`src/rtl/alu_issue_unit.sv`:
```
// ALU issue stage: decodes RV32I ALU commands into a 4-bit ALU control code,
// drives the external combinational ALU and registers its result with backpressure.
module alu_issue_unit #(
   parameter int TAG_W   = 4,
   parameter int COUNT_W = 16
) (
   input  logic               clk,
   input  logic               rst_n,
   input  logic               in_valid,
   output logic               in_ready,
   input  logic [6:0]         in_opcode,
   input  logic [2:0]         in_funct3,
   input  logic [6:0]         in_funct7,
   input  logic [31:0]        in_a,
   input  logic [31:0]        in_b,
   input  logic [TAG_W-1:0]   in_tag,
   output logic [31:0]        alu_a,
   output logic [31:0]        alu_b,
   output logic [3:0]         alu_con,
   input  logic [31:0]        alu_res,
   input  logic               alu_zero,
   input  logic               alu_carry,
   input  logic               alu_overflow,
   input  logic               alu_neg,
   output logic               out_valid,
   input  logic               out_ready,
   output logic [31:0]        out_res,
   output logic               out_zero,
   output logic               out_carry,
   output logic               out_overflow,
   output logic               out_neg,
   output logic               out_illegal,
   output logic [TAG_W-1:0]   out_tag,
   input  logic               flags_clr,
   output logic               sticky_ovf,
   output logic [COUNT_W-1:0] op_count
);

   localparam logic [6:0] OPC_OP    = 7'b0110011;
   localparam logic [6:0] OPC_OPIMM = 7'b0010011;
   localparam logic [6:0] OPC_LUI   = 7'b0110111;
   localparam logic [6:0] OPC_AUIPC = 7'b0010111;
   localparam logic [6:0] F7_BASE   = 7'b0000000;
   localparam logic [6:0] F7_ALT    = 7'b0100000;

   // funct3 to ALU code; alt selects SUB/SRA
   function automatic logic [3:0] alu_code(input logic [2:0] f3, input logic alt);
      logic [3:0] con;
      case (f3)
         3'b000:  con = alt ? 4'b0001 : 4'b0000;
         3'b001:  con = 4'b1010;
         3'b010:  con = 4'b0101;
         3'b011:  con = 4'b0110;
         3'b100:  con = 4'b0100;
         3'b101:  con = alt ? 4'b1011 : 4'b1100;
         3'b110:  con = 4'b0011;
         3'b111:  con = 4'b0010;
         default: con = 4'b0000;
      endcase
      return con;
   endfunction

   // Returns {illegal, alu_con}; illegal commands always carry code 0000
   function automatic logic [4:0] decode_cmd(input logic [6:0] opc, input logic [2:0] f3,
                                             input logic [6:0] f7);
      logic       ill;
      logic [3:0] con;
      logic       alt;
      ill = 1'b0;
      con = 4'b0000;
      alt = (f7 == F7_ALT);
      case (opc)
         OPC_OP: begin
            if ((f7 != F7_BASE) && !alt) begin
               ill = 1'b1;
            end else if (alt && (f3 != 3'b000) && (f3 != 3'b101)) begin
               ill = 1'b1;
            end else begin
               con = alu_code(f3, alt);
            end
         end
         OPC_OPIMM: begin
            case (f3)
               3'b000: con = 4'b0000;
               3'b001: begin
                  if (f7 == F7_BASE) begin
                     con = 4'b1010;
                  end else begin
                     ill = 1'b1;
                  end
               end
               3'b101: begin
                  if ((f7 == F7_BASE) || alt) begin
                     con = alu_code(f3, alt);
                  end else begin
                     ill = 1'b1;
                  end
               end
               default: con = alu_code(f3, 1'b0);
            endcase
         end
         OPC_LUI:   con = 4'b1001;
         OPC_AUIPC: con = 4'b1000;
         default:   ill = 1'b1;
      endcase
      return {ill, ill ? 4'b0000 : con};
   endfunction

   logic               d_valid_r;
   logic [31:0]        d_a_r;
   logic [31:0]        d_b_r;
   logic [3:0]         d_con_r;
   logic               d_ill_r;
   logic [TAG_W-1:0]   d_tag_r;
   logic               out_valid_r;
   logic [31:0]        out_res_r;
   logic               out_zero_r;
   logic               out_carry_r;
   logic               out_overflow_r;
   logic               out_neg_r;
   logic               out_ill_r;
   logic [TAG_W-1:0]   out_tag_r;
   logic               sticky_r;
   logic [COUNT_W-1:0] count_r;
   logic               e_ready_s;
   logic               in_ready_s;
   logic               xfer_s;
   logic [4:0]         dec_s;

   assign e_ready_s  = !out_valid_r || out_ready;
   assign in_ready_s = !d_valid_r || e_ready_s;
   assign xfer_s     = out_valid_r && out_ready;
   assign dec_s      = decode_cmd(in_opcode, in_funct3, in_funct7);

   // D stage: holds the decoded command and operands presented to the ALU
   always_ff @(posedge clk or negedge rst_n) begin
      if (!rst_n) begin
         d_valid_r <= 1'b0;
         d_a_r     <= 32'd0;
         d_b_r     <= 32'd0;
         d_con_r   <= 4'b0000;
         d_ill_r   <= 1'b0;
         d_tag_r   <= {TAG_W{1'b0}};
      end else if (in_ready_s) begin
         d_valid_r <= in_valid;
         if (in_valid) begin
            d_a_r   <= in_a;
            d_b_r   <= in_b;
            d_con_r <= dec_s[3:0];
            d_ill_r <= dec_s[4];
            d_tag_r <= in_tag;
         end
      end
   end

   // Output stage: captures the ALU result, masked to zero for illegal commands
   always_ff @(posedge clk or negedge rst_n) begin
      if (!rst_n) begin
         out_valid_r    <= 1'b0;
         out_res_r      <= 32'd0;
         out_zero_r     <= 1'b0;
         out_carry_r    <= 1'b0;
         out_overflow_r <= 1'b0;
         out_neg_r      <= 1'b0;
         out_ill_r      <= 1'b0;
         out_tag_r      <= {TAG_W{1'b0}};
      end else if (e_ready_s) begin
         out_valid_r <= d_valid_r;
         if (d_valid_r) begin
            out_res_r      <= d_ill_r ? 32'd0 : alu_res;
            out_zero_r     <= alu_zero     & ~d_ill_r;
            out_carry_r    <= alu_carry    & ~d_ill_r;
            out_overflow_r <= alu_overflow & ~d_ill_r;
            out_neg_r      <= alu_neg      & ~d_ill_r;
            out_ill_r      <= d_ill_r;
            out_tag_r      <= d_tag_r;
         end
      end
   end

   // Sticky overflow (a set beats a simultaneous clear) and saturating transfer count
   always_ff @(posedge clk or negedge rst_n) begin
      if (!rst_n) begin
         sticky_r <= 1'b0;
         count_r  <= {COUNT_W{1'b0}};
      end else begin
         if (xfer_s && out_overflow_r) begin
            sticky_r <= 1'b1;
         end else if (flags_clr) begin
            sticky_r <= 1'b0;
         end
         if (xfer_s && (count_r != {COUNT_W{1'b1}})) begin
            count_r <= count_r + COUNT_W'(1);
         end
      end
   end

   assign in_ready     = in_ready_s;
   assign alu_a        = d_a_r;
   assign alu_b        = d_b_r;
   assign alu_con      = d_con_r;
   assign out_valid    = out_valid_r;
   assign out_res      = out_res_r;
   assign out_zero     = out_zero_r;
   assign out_carry    = out_carry_r;
   assign out_overflow = out_overflow_r;
   assign out_neg      = out_neg_r;
   assign out_illegal  = out_ill_r;
   assign out_tag      = out_tag_r;
   assign sticky_ovf   = sticky_r;
   assign op_count     = count_r;

endmodule

```
`config.mk`:
```
export PLATFORM = sky130hd
export DESIGN_NAME = alu_issue_unit
export DESIGN_NICKNAME = d
export VERILOG_FILES = /design/src/rtl/alu_issue_unit.sv
export SDC_FILE = /design/constraint.sdc
export NUM_CORES = 1
export LEC_CHECK = 0
export ABC_AREA = 1
export CAP_MARGIN = 20
export CORE_MARGIN = 1.5
export CORE_UTILIZATION = 42
export DETAILED_ROUTE_END_ITERATION = 8
export GPL_ROUTABILITY_DRIVEN = 0
export GPL_TIMING_DRIVEN = 0
export PLACE_DENSITY = 0.79
export REMOVE_ABC_BUFFERS = 1
export SLEW_MARGIN = 20
export SYNTH_ARGS = -nofsm -noshare
export SYNTH_HDL_FRONTEND = slang
export SYNTH_SLANG_ARGS = --single-unit
```
`constraint.sdc`:
```
create_clock -name clk -period 2.2 [get_ports clk]
set_clock_uncertainty 0.05 [all_clocks]
set_input_delay 0.55 -clock clk [delete_from_list [all_inputs] [get_ports clk]]
set_output_delay 0.55 -clock clk [all_outputs]
set_load 0.02 [all_outputs]
```
== Word-level counts from Yosys, hierarchy flattened ==
Memory sizes are Yosys's and may differ from the RTL's.
Index checks and enable logic that the tools add are counted.
Word-level totals
  flip-flop bits (word level): 133
  output and inout port bits: 128
  memories: 1
  logic and storage cells: 76
  memory bits (read-only): 32
  input port bits: 126
Cells by class
  multiplexer cells: 19
  equal/unequal tests: 14
  reduce and logical (&&, ||, !) cells: 20
  bitwise gates (word level): 5
  $add $sub $neg: 1
Memories
  (name not given): depth 8, width 4, read ports 1, clocked after Yosys merged registers in 0, wr ports 0, RTL line 49  | case (f3)
Operator list (number)
  $mux 32: 1
  $pmux 4 s8: 1
  $eq 7x6->1 const B: 3
  $mux 4: 5
  $add 16x1->16 const B: 1
  $ne 16x16->1 const B: 1
  $pmux 4 s4: 1
  $eq 7x5->1 const B: 2
  $eq 3x3->1 const B: 4
  $pmux 4 s3: 1
  $logic_not 7->1: 1
  $mux 1: 7
  $reduce_bool 7->1: 1
  $eq 3x2->1 const B: 2
  $logic_and 1x1->1: 6
  $and 1x1->1: 4
  $reduce_and 2->1: 2
  $eq 3x1->1 const B: 1
  $logic_not 1->1: 3
  $logic_not 3->1: 1
  $logic_or 1x1->1: 3
  $mux 3: 1
  $ne 3x3->1 const B: 1
  $pmux 1 s3: 1
  other kinds (5): 5

== Longest topological paths before layout ==
Gate-level depths: netlist of run 1.
  word-level depth: 7
  mapped depth: 12
  gate-level depth less buffers: 12

== Least setup slack after synthesis of run 1 ==
No wires, ideal clock.
  path kind: input port to flip-flop
  start: input port out_ready
  end: register d_a_r[11], in the netlist alu_a[11]
  library setup time: 0.116 ns
  cell stages on the path: 8
  buffers on the path: 2
  required time: 2.034 ns
  arrival time: 1.530 ns
  slack: 0.503 ns
  path through: inv_1 -> nand3_1 -> nand2_1 -> inv_2 -> buf_4 -> buf_2 -> nand2_1 -> nand2_1
On the way
  longest elaborated chain between the ends: 3
Ends and longest elaborated chain
  from (decl): RTL line 26  | input logic out_ready,
  $logic_or 1x1->1: RTL line 130  | assign e_ready_s = !out_valid_r || out_ready;
  $logic_or 1x1->1: RTL line 131  | assign in_ready_s = !d_valid_r || e_ready_s;
  via in_ready: RTL line 10  | output logic in_ready,
  $reduce_and 2->1 (no line)
  to (signal assigned): RTL line 147  | d_a_r <= in_a;
  to (decl): RTL line 110  | logic [31:0] d_a_r;
The timed path passes the listed nets, and every way through them passes these cells.
A chain may end at the register's enable or synchronous reset.

== Worst setup path after layout of run 1 ==
  start: input port out_ready
  end: output port in_ready
On the way
  longest elaborated chain between the ends: 2
Ends and longest elaborated chain (RTL line)
  $logic_or 1x1->1: 130
  $logic_or 1x1->1: 131
  to (decl): 10
No other way between the ends.

==> metrics.txt, run 1 <==
# diodes=0; Skew-Pair Late Insertion Delay=~0.41 ns; Synth Area in Simple Gates=a little over a quarter; Tot Pwr=about 7.5 mW; grt total ovfl=0; Die X=~120 um; HP Class=flop to flop; slew margin rel.=64.11%; die height=119.8 um; hold violation count in the final report=0; Buf+Inv Stages, Crit Path=3; critical path class=input port to output port; Synth Area in Adders=0.8739%; share of layout cells above drive strength 1=5.998%; Slowest-stage cell, CP=clkdlybuf4s50_1; Power Density=820.3 mW/mm^2; IO buf count=253; DR vias/cell=around 4.7; core area=between 0.01 and 0.015 sq mm; DP Area=around 0.0084 sq mm; Yosys reg bits=133; xor/xnor share of the synthesized area=about 2.1%; post-route cell area=between 0.009 and 0.01 sq mm; drc violations=0; clk slew on worst S/H paths=roughly 0.060 ns; Critical Path AT=1.54 ns; multiplexer share of the synthesized area=0%; synthesis-to-layout area growth=58.86%; CP top delay family=buffers and inverters; status=finished, final reports clean; synth unique cells=27; Clock Tree Root=clkbuf_16; DRT antenna net count=0; VDD IR max=0.4736 mV; Worst Tran Pin Value=between 0.5 and 0.6 ns; deepest clock path buffer count=2; CP Capture Type=output port; largest net degree at the start of global routing=between 80 and 90; vias in the first global route=roughly 5100; DR WL/cell=14.45 um; initial antenna violation count=0; top cell type by total area after synthesis=dfrtp_1; final core utilization=roughly 68%; drt pass-1 iters=4; CTS tree=yes; CTS buffer count=17; DP Wirelength=10.83 mm; die area=roughly 0.014 sq mm; # nets final=slightly above 1000; initial DRC count=245; crit path time final=about 2.1 ns; global-route wire length before repair=~25 mm; Synth Cell Area=around 0.0057 sq mm; largest family of logic cells by synthesized area=simple AND/OR/NAND/NOR gates; total of max-cap violations=0; crit path launch type=input port; Crit path required time=between 1.5 and 2 ns; Max stage delay on crit path=around 0.48 ns; Pleak=4.334 nW; Final Slew Violations=0; initial cell density of the core=between 40% and 50%; register area share after synthesis=58.12%; endpoints failing setup=0; worst-path cell chain=clkdlybuf4s50_1, inv_1, nand3_1, clkbuf_2; # rows=between 40 and 50; Synth top area share=approximately 58%; Fillers=~1100; worst-path maximum fanout=3; Tot GR Track Use=22.82%; Post-Synthesis Cells=between 600 and 700; H-tree lvl count=4; via count=approximately 5200; Top Ports=254; Synth Area per Inst=between 8 and 9 sq um; Routed Wire Length=15.80 mm; FMAX=468.1 MHz; synth warn=0; unrepaired setup endpoints after global routing=false; area fraction in compound gates after synthesis=around 7%; top post-synthesis cells by area=dfrtp_1 (58%), nand2_1 (20%), a22o_1 (5.5%); fin crit share=97.11%; CTS sink count=~130
worst paths after layout:
kind / startpoint / to / slack, ns / cells after the start
setup / recovery: out_ready / in_ready / 0.06 / 4
hold / removal: alu_b[25] / alu_b[25] / 0.43 / 2
setup reg to reg: d_valid_r / d_ill_r / 0.40 / 7
hold reg to reg: alu_b[25] / alu_b[25] / 0.43 / 2
max in group asynchronous: rst_n / alu_a[6] / 0.80 / 3
min in group asynchronous: rst_n / op_count[3] / 0.57 / 2
worst min-delay path, delay by kind of cell (launching register included):
kind / cells / cell delay (ns)
flops: 1 / 0.34
simple gates: 2 / 0.11
layout make-up:
class	instances	area [sq um]	share of cell area, %
clock buffer	18	439.2	4.827
clock inverter	13	150.1	1.650
inverter	38	161.4	1.774
multi-input combinational	455	2166	23.81
sequential	133	3328	36.58
tap	176	220.2	2.421
timing repair buffer	260	2633	28.94
state kept, by name, summed over array words and instances (netlist names), 4 cells and up:
name      flops
out_tag       4
op_count     16
d_tag_r       4
out_res      32
alu_con       4
alu_b        32
alu_a        32
cell usage after synthesis:
cell and instances:
nor3_1 7, clkbuf_1 12, a22o_1 36, nand4_1 1, buf_6 2, nor2_4 1, nand3_4 1, xor2_1 8
nand3_1 23, buf_4 1, and2_4 1, nand3_2 1, inv_2 2, a21oi_1 4, nand2_1 306, o21ai_0 13
nand2_8 1, nor3_2 4, nand2_2 2, dfrtp_1 133, ha_1 4, xnor2_1 6, inv_4 1, buf_2 9
nor2_1 34, nand3b_1 1, inv_1 35
cells by family after synthesis:
family | count (synthesis)
AOI/OAI and AO/OA | 53
xor gates and xnor gates | 14
adders and majority gates | 4
buffers and inverters | 62
DFF | 133
and+or+nand+nor | 383
layout by cell type (no fill, tap or decap), types with 4 or more instances in the layout:
cell type / synthesis / layout
nand2_1: 306 / 305
clkdlybuf4s50_1: 0 / 251
dfrtp_1: 133 / 133
a22o_1: 36 / 36
inv_1: 35 / 35
nor2_1: 34 / 34
nand3_1: 23 / 23
clkbuf_16: 0 / 17
o21ai_0: 13 / 13
xor2_1: 8 / 8
nor3_1: 7 / 7
xnor2_1: 6 / 6
clkinv_4: 0 / 5
nor3_2: 4 / 4
a21oi_1: 4 / 4
ha_1: 4 / 4
through the flow:
stage          hold slack, ns  setup TNS, ns  instances  setup WS [ns]
3_5_place_dp           0.4144         -67.78       1056        -0.8571
4_1_cts                0.4306              0       1093       0.007527
6_report               0.4294              0       1093        0.06357
5_1_grt                0.4526              0       1093        0.01689
3_3_place_gp           0.4107        -854.56       1054         -4.753
2_1_floorplan          0.2044         -68.62        625         -1.027
layer usage:
metal	up-vias	GRT usage, %	share of wire, %
met4	0	11.24	3.7
met1	2361	27.81	42
met3	36	7.842	7.9
met2	214	36.24	47
met5	-	0	0
li1	2569	-	-
where the power goes:
group	switching [mW]	total (mW)	internal (mW)
clock	1.10	2.81	1.71
sequential	0.195	2.91	2.72
combinational	0.930	1.75	0.818
repair_timing:
action / in CTS / in global routing
setup endpoints to repair: 110 / 40
hold buffers: 1 / 0
cloned: 1 / 0
pin swaps: 2 / 0
gates resized for setup: 5 / 6
endpoints found under the hold margin: 46 / 0
setup buffers: 4 / 0
Power figures use the tool's default switching activity.
==> run 2, diff against run 1 <==
Settings changed: CORE_UTILIZATION 42 to 55, DONT_BUFFER_PORTS set to 1, PLACE_DENSITY 0.79 to 0.69.
==> metrics.txt, run 2 (synthesized netlist as in run 1, its figures left out) <==
status=finished with violations; violated checks=negative hold slack; # nets final=777 (-25%); Slowest-stage cell, CP=nand2_2; Tot GR Track Use=24.40% (+1.6 points); Net Sw Power=2.020 mW (-9.1%); post-route cell area=0.006456 sq mm (-29%); depth of the worst register-to-register path=5 (-2); area of the multi-input gates=0.002166 sq mm (unchanged); Worst Tran Pin Value=0.9290 ns (+0.3912 ns); DRT antenna net count=0 (unchanged); Fillers=856 (-19%); Seq. cell area=0.003328 sq mm (unchanged); CTS buffer count=17 (unchanged); CTS sink count=133 (unchanged); Cell Count Post-Placement=761 (-28%); FMAX=500.1 MHz (+6.9%); Logic pwr share=8.5% (-15 points); R2R setup slack=0.20 ns (-0.20 ns); die height=105.0 um (-12%); share of layout cells above drive strength 1=7.576% (+1.6 points); Stages on worst setup path=5 (+1); most frequent cells in the layout=nand2_1 (305), dfrtp_1 (133), a22o_1 (36), inv_1 (35), nor2_1 (34); largest net degree at the start of global routing=134 (+52%); Clock Tree Root=clkbuf_8; Reg2Reg Capture Point=out_res[25]; crit path launch type=flop; drt pass-1 iters=5 (+1); DR WL/cell=16.71 um (+16%); Internal=4.643 mW (-11%); Crit path required time=2.55 ns (+0.95 ns); drc violations=0 (unchanged); initial DRC count=335 (+37%); worst-path cell chain=nand2_1, nand2_2, nor2_4, buf_12, a22o_1; via count=4275 (-17%); vias in the first global route=4161 (-19%); DR vias/cell=5.371 (+13%); Worst R2R Start=out_valid; Critical Path AT=2.35 ns (+0.81 ns); Max stage delay on crit path=0.70 ns (+0.22 ns); synthesis-to-layout area growth=12.74%; Final Slew Violations=0 (unchanged); hold_ws=-0.3246 ns (-0.7540 ns); grt total ovfl=0 (unchanged); Die X=105.0 um (-12%); DP Area=0.005787 sq mm (-31%); slew margin rel.=37.85% (-26 points); part of the power in registers=49.3% (+10 points); clk slew on worst S/H paths=0.06 ns (about the same); die area=0.01103 sq mm (-23%); Top Ports=254 (unchanged); total of max-cap violations=0 (unchanged); critical path class=flop to flop; Routed Wire Length=13.31 mm (-16%); final core utilization=63.10% (-5.3 points); Clock power frac=42.2% (+4.6 points); initial cell density of the core=55.97% (+13 points); sw frac=30.32% (+0.53 points); CP top delay family=simple AND/OR/NAND/NOR gates; most common cell after layout, fill and taps aside=nand2_1; H-tree lvl count=4 (unchanged); unrepaired setup endpoints after global routing=false; core area=0.01023 sq mm (-23%); Pleak=3.339 nW (-23%); Buf+Inv Stages, Crit Path=1 (-2); DP Wirelength=8.742 mm (-19%); hold violation count in the final report=133 (+133); HP Class=input port to async pin; # diodes=0 (unchanged); non-filler cells, final=796 (-27%); IO buf count=0 (-100%); Power Density=1032 mW/mm^2 (+26%); fin crit share=90.88% (-6.2 points); CTS tree=yes; # rows=37 (-12%); deepest clock path buffer count=2 (unchanged); global-route wire length before repair=20.81 mm (-18%); worst-path maximum fanout=47 (+44); endpoints failing setup=0 (unchanged); Skew-Pair Late Insertion Delay=0.52 ns (+0.11 ns); CP Capture Type=flop; VDD IR max=0.4632 mV (-2.2%); initial antenna violation count=0 (unchanged); crit path time final=1.999 ns (-0.1370 ns)
[run 2: cell count changes in the layout (fill, tap and decap cells not counted), sizes merged]
cell	before	now
clkdlybuf4s50	251	0
buf	7	2
bufinv	2	3
clkbuf	19	18
dlygate4sd3	1	0
[run 2: cell type report]
| type | instances | area share [%] |
|---|---|---|
| Clock buffer | 18 | 6.473 |
| Clock inverter | 14 | 2.733 |
| Inverter | 38 | 2.442 |
| Multi-Input combinational cell | 455 | 33.55 |
| Sequential cell | 133 | 51.55 |
| Tap cell | 136 | 2.636 |
| Timing Repair Buffer | 2 | 0.6202 |
[run 2: power groups by stage]
stage / registers, mW / logic [mW] / clock network, mW
2_1_floorplan: 3.24 / 0.458 / 0
3_3_place_gp: 3.32 / 0.541 / 0
3_5_place_dp: 3.31 / 0.565 / 0
4_1_cts: 3.28 / 0.569 / 2.87
5_1_grt: 3.31 / 0.656 / 2.98
6_report: 3.28 / 0.569 / 2.81
[run 2: worst reg2reg max path, cell delays in order, from the launching register on]
cell     delay [ns]
dfrtp_1        0.52
nand2_1        0.16
nand2_2        0.70
nor2_4         0.07
buf_12         0.18
a22o_1         0.20
[run 2: how the worst max path moves through the flow]
stage | slack [ns] | startpoint | end
floorplan | -1.03 | out_ready | d_ill_r
global placement | -2.12 | out_ready | d_ill_r
detailed placement | -0.45 | out_ready | d_ill_r
CTS | 0.04 | out_valid | d_ill_r
global route | 0.1 | out_valid | out_res[8]
finish | 0.20 | out_valid | out_res[25]
[run 2: stage by stage]
stage / hold WS (ns) / TNS, ns / power [mW] / worst slack [ns]
after floorplan: 0.2044 / -68.62 / 3.699 / -1.027
after global placement: 0.2068 / -154.91 / 3.860 / -2.122
after detailed placement: 0.2070 / -28.76 / 3.878 / -0.4461
after CTS: -0.3510 / 0 / 6.722 / 0.04100
after global routing: -0.3494 / 0 / 6.954 / 0.09823
final: -0.3246 / 0 / 6.662 / 0.2005
[run 2: repair_timing]
item | CTS | global route
cloned | 1 | 0
resized for setup | 5 | 1
endpoints found under the hold margin | 133 | 133
setup endpoints to repair | 110 | 38
pin swaps | 1 | 2
buffers inserted | 0 | 2
[run 2: per-layer routing]
layer,GRT usage [%],vias up,wire length (um)
met3,10.73,20,1380
met4,9.883,0,213
li1,-,2041,-
met2,40.06,223,6553
met5,0,-,0
met1,27.87,1991,5158
